### config.mk
export PLATFORM = sky130hd
export DESIGN_NAME = mux_n_1_seq
export DESIGN_NICKNAME = d
export VERILOG_FILES = /design/src/rtl/mux_n_1_pkg.sv /design/src/rtl/mux_n_1_comb.sv /design/src/rtl/mux_n_1_seq.sv
export SDC_FILE = /design/constraint.sdc
export NUM_CORES = 1
export LEC_CHECK = 0
export CORE_AREA = 4 4 41 43
export DETAILED_ROUTE_END_ITERATION = 10
export DIE_AREA = 0 0 45 47
export DONT_BUFFER_PORTS = 1
export GPL_ROUTABILITY_DRIVEN = 0
export PLACE_DENSITY = 0.59
export RECOVER_POWER = 100
export REMOVE_ABC_BUFFERS = 1
export SYNTH_ARGS = -nofsm -noshare
export SYNTH_HDL_FRONTEND = slang
export SYNTH_HIERARCHICAL = 1
export SYNTH_SLANG_ARGS = --single-unit
export TNS_END_PERCENT = 100
### constraint.sdc
create_clock -name clk -period 3.2 [get_ports clk]
set_clock_uncertainty 0.15 [all_clocks]
set_input_delay 0.32 -clock clk [delete_from_list [all_inputs] [get_ports clk]]
set_output_delay 0.32 -clock clk [all_outputs]
set_load 0.02 [all_outputs]
### src/rtl/mux_n_1_pkg.sv
// Shared types and helpers for the N:1 sequential multiplexer family.
package mux_n_1_pkg;

  // Largest channel count the multiplexer is meant to be built with.
  localparam int MAX_N = 64;

  // Selection mode, sampled per accepted transaction.
  typedef enum logic {
    MODE_MANUAL = 1'b0,
    MODE_SCAN   = 1'b1
  } mode_e;

  // Width of a channel index; never narrower than one bit.
  function automatic int sel_w(input int n);
    return (n <= 2) ? 1 : $clog2(n);
  endfunction

endpackage

### src/rtl/mux_n_1_comb.sv
// Purely combinational N:1, W-bit selector. Indices at or above N select zero.
module mux_n_1_comb #(
  parameter int N    = 7,
  parameter int W    = 1,
  parameter int SELW = 3
) (
  input  logic [N*W-1:0] data,
  input  logic [SELW-1:0] idx,
  output logic [W-1:0]   y
);

  // Each channel contributes its sample only when its index matches.
  logic [W-1:0] masked [N];

  genvar gi;
  generate
    for (gi = 0; gi < N; gi++) begin : g_ch
      assign masked[gi] = (idx == SELW'(gi)) ? data[gi*W +: W] : '0;
    end
  endgenerate

  // OR-reduce the one-hot-masked channels; no match leaves the result zero.
  always_comb begin
    y = '0;
    for (int i = 0; i < N; i++) begin
      y = y | masked[i];
    end
  end

endmodule

### src/rtl/mux_n_1_seq.sv
// Registered N:1, W-bit multiplexer with valid/ready handshake and
// manual / round-robin scan selection.
// Optional build macro MUX_N_1_SEQ_OOR_FLAG_EN adds a sticky err_oor output
// for out-of-range manual selects and reports index N-1 for such samples.
module mux_n_1_seq
  import mux_n_1_pkg::*;
#(
  parameter  int N    = 7,
  parameter  int W    = 1,
  localparam int SELW = sel_w(N)
) (
  input  logic            clk,
  input  logic            rst,
  input  logic [N*W-1:0]  data,
  input  logic [SELW-1:0] sel,
  input  logic            mode,
  input  logic            scan_restart,
  input  logic            in_valid,
  output logic            in_ready,
  output logic [W-1:0]    y,
  output logic [SELW-1:0] y_idx,
  output logic            out_valid,
  input  logic            out_ready
`ifdef MUX_N_1_SEQ_OOR_FLAG_EN
  ,
  output logic            err_oor
`endif
);

  logic [SELW-1:0] ptr_reg, ptr_next;
  logic [W-1:0]    y_reg, y_next;
  logic [SELW-1:0] y_idx_reg, y_idx_next;
  logic            out_valid_reg, out_valid_next;

  logic            accept;
  logic            is_scan;
  logic [SELW-1:0] eff;
  logic [W-1:0]    sel_data;

  assign is_scan  = (mode_e'(mode) == MODE_SCAN);
  assign eff      = is_scan ? ptr_reg : sel;
  // Ready whenever the output slot is empty or being drained this cycle.
  assign in_ready = !out_valid_reg || out_ready;
  assign accept   = in_valid && in_ready;

  mux_n_1_comb #(
    .N    (N),
    .W    (W),
    .SELW (SELW)
  ) u_comb (
    .data (data),
    .idx  (eff),
    .y    (sel_data)
  );

`ifdef MUX_N_1_SEQ_OOR_FLAG_EN
  logic err_reg, err_next;
  logic sel_oor;

  assign sel_oor = !is_scan && (32'(sel) >= 32'(N));
  assign err_oor = err_reg;
`endif

  // Scan pointer: restart wins over the wrap-at-N-1 increment.
  always_comb begin
    ptr_next = ptr_reg;
    if (scan_restart) begin
      ptr_next = '0;
    end else if (accept && is_scan) begin
      ptr_next = (ptr_reg == SELW'(N - 1)) ? '0 : ptr_reg + 1'b1;
    end
  end

  // Output stage: load on accept, clear valid on a drain, otherwise hold.
  always_comb begin
    y_next         = y_reg;
    y_idx_next     = y_idx_reg;
    out_valid_next = out_valid_reg;
`ifdef MUX_N_1_SEQ_OOR_FLAG_EN
    err_next       = err_reg;
`endif
    if (accept) begin
      y_next         = sel_data;
      y_idx_next     = eff;
      out_valid_next = 1'b1;
`ifdef MUX_N_1_SEQ_OOR_FLAG_EN
      if (sel_oor) begin
        y_idx_next = SELW'(N - 1);
        err_next   = 1'b1;
      end
`endif
    end else if (out_valid_reg && out_ready) begin
      out_valid_next = 1'b0;
    end
  end

  // State registers with synchronous reset that discards any held sample.
  always_ff @(posedge clk) begin
    if (rst) begin
      ptr_reg       <= '0;
      y_reg         <= '0;
      y_idx_reg     <= '0;
      out_valid_reg <= 1'b0;
`ifdef MUX_N_1_SEQ_OOR_FLAG_EN
      err_reg       <= 1'b0;
`endif
    end else begin
      ptr_reg       <= ptr_next;
      y_reg         <= y_next;
      y_idx_reg     <= y_idx_next;
      out_valid_reg <= out_valid_next;
`ifdef MUX_N_1_SEQ_OOR_FLAG_EN
      err_reg       <= err_next;
`endif
    end
  end

  assign y         = y_reg;
  assign y_idx     = y_idx_reg;
  assign out_valid = out_valid_reg;

endmodule

==> results.md <==
- Crit Path Category: reg -> out
- Synthesized cell area: 460.4 µm²
- DR DRC count: 0
- WL/cell: 15.03 µm
- Final Cycle Share: 64.75%
- Routed WL: 992 µm
- Ys async rst share: 0%
- Total die area: 0.002115 mm²
- Setup ws final: 1.128 ns
- Worst hold path type: in -> reg
- Sw frac: 25.79%
- GRT Max-Usage Layer: met2
- Yosys cell types: 22
- Setup violations, final: 0
- Cts repair resizes: 0
- Final min period: 2.072 ns
- Clock sinks: 8
- Post-Layout Cell Count: 66
- Setup crit start kind: register
- Buffers & Inverters on Critical Path: 1
- Total Nets Final: 69
- Diode count: 0
- Clock transition at the registers of the reported paths: 0.05 ns
- Core Footprint: 0.001301 mm²
- Final hold violations: 0
- Unrepaired setup endpoints after global routing: false
- GR Util All Layers: 10.54%
- Critical path capture point type: primary output
- Number of global-route vias before repair: 372
- Initial Util: 35.38%
- P&R area growth vs syn: 2.174%
- Rows: 13
- Setup TNS: 0 ns
- CP Data Arrival Time: 1.60 ns
- Setup WS pre-CTS: 1.421 ns
- Hold_buf cts: 1
- Logic pwr share: 12.2%
- Required @ worst endpoint: 2.73 ns
- Max stage delay on crit path: 0.53 ns
- Port Buffers: 0
- Clock Tree Buf Depth: 2
- CP max FO: 9
- Synthesized area per cell: 9.209 µm²
- Worst-Margin Slew: 0.5903 ns
- Sw Pwr: 0.05588 mW
- Die Wd: 45 µm
- Status: finished clean
- Total CTS buffers: 3
- Vias/cell: 5.894
- Leak: 0.1538 nW
- #FFs+latches synth: 8
- Post-CTS Setup Repair Bufs: 0
- Post-synth EDFFs: 0
- Met3 global-route usage: 4.981%
- Slew HR: 60.56%
- TritonCTS clock tree: built
- Max Slew Vio Count: 0
- Met1 GRT Util: 11.01%
- Share of layout cells above drive strength 1: 15.69%
- Vias: 389
- Max-Cap Viols: 0
- Worst-Skew Late Latency: 0.25 ns
- Cells along the critical path: nor2b_1 > inv_1
- Max Clk Rate: 482.6 MHz
- Antenna Nets Post-Route: 0
- Clk pwr share: 35.1%
- H-tree levels: 1
- GRT overflow: 0
- CP delay by family, top: simple AND/OR/NAND/NOR gates
- Clock root buffer: clkbuf_4
- Post-Place Cells: 62
- Hold WS: 0.05869 ns
- Sequential share of power: 52.7%
- Yosys synthesis warning count: 6
- Met2 usage: 16.95%
- PD cells: 460.5 mW/mm²
- Seq/Total Area, Yosys: 34.78%
- First-pass GRT wire length: 1573 µm
- Slowest-stage cell, CP: nor2b_1
- DRT Pass-1 Iters: 2
- Top_reg_cell synth: dfxtp_1
- Largest net degree at the start of global routing: 10
- DRT iter0 DRCs: 5
- Detail Placement HPWL: 742.3 µm
- Worst vdd ir: 0.2341 mV
- IO Count: 22
- Post-Synthesis Cells: 50
- Internal Power: 0.1608 mW
- Antenna violations before repair: 0
- Die H: 47 µm
-- metrics by stage --
step / util, % / power [mW] / area [µm²]
after detailed placement: 34.23 / 0.1420 / 445.4
after floorplan: - / 0.1374 / 426.7
final: 36.15 / 0.2166 / 470.5
after global routing: 36.15 / 0.2306 / 470.5
after global placement: 34.23 / 0.1418 / 445.4
after CTS: 36.73 / 0.2228 / 478.0
-- path summary, 6_finish.rpt --
check / from / to / slack, ns / cells after the start
hold / removal: mode / ptr_reg[0] / 0.06 / 2
setup reg to reg: out_valid / ptr_reg[1] / 1.21 / 4
setup / recovery: out_valid / in_ready / 1.13 / 2
hold reg to reg: ptr_reg[2] / ptr_reg[2] / 0.37 / 2
-- cells in the mapped netlist, types with 3 or more instances --
library cell,n,area (µm²)
a21oi_1,8,40.04
buf_6,3,33.78
dfxtp_1,8,160.2
mux2_1,3,33.78
nor3_1,8,40.04
o21ai_0,4,20.02
-- power groups by stage --
| stage | Combinational [mW] | Clock (mW) | Sequential [mW] |
|---|---|---|---|
| final | 0.0264 | 0.0761 | 0.114 |
| after global routing | 0.0299 | 0.0858 | 0.115 |
| after CTS | 0.0275 | 0.0810 | 0.114 |
| after detailed placement | 0.0257 | 0 | 0.116 |
| after global placement | 0.0253 | 0 | 0.116 |
| after floorplan | 0.0222 | 0 | 0.115 |
-- cell families after synthesis --
logic type	synth area share (%)
flops	34.78
buf+inv	9.510
mux	16.85
compound gates	16.58
simple gates	22.29
-- cell usage in the layout, fill, tap and decap left out, types with 3 or more instances in the layout --
master    netlist  final
a21oi_1         8      8
nor3_1          8      8
dfxtp_1         8      8
o21ai_0         4      4
mux2_1          3      3
clkbuf_4        0      3
-- routing by layer --
layer,routed length (µm),vias up
met4,18,0
met1,392,180
met2,506,13
li1,-,192
met3,75,4
met5,0,-
-- final cells by class --
type                            count  area [µm²]
Multi-Input combinational cell     37       249.0
Inverter                            2       10.01
Sequential cell                     8       160.2
Tap cell                           15       18.77
Timing Repair Buffer                1       10.01
Fill cell                         148       830.8
Clock buffer                        3       22.52
Note: power is estimated with default switching activity, not from simulation.
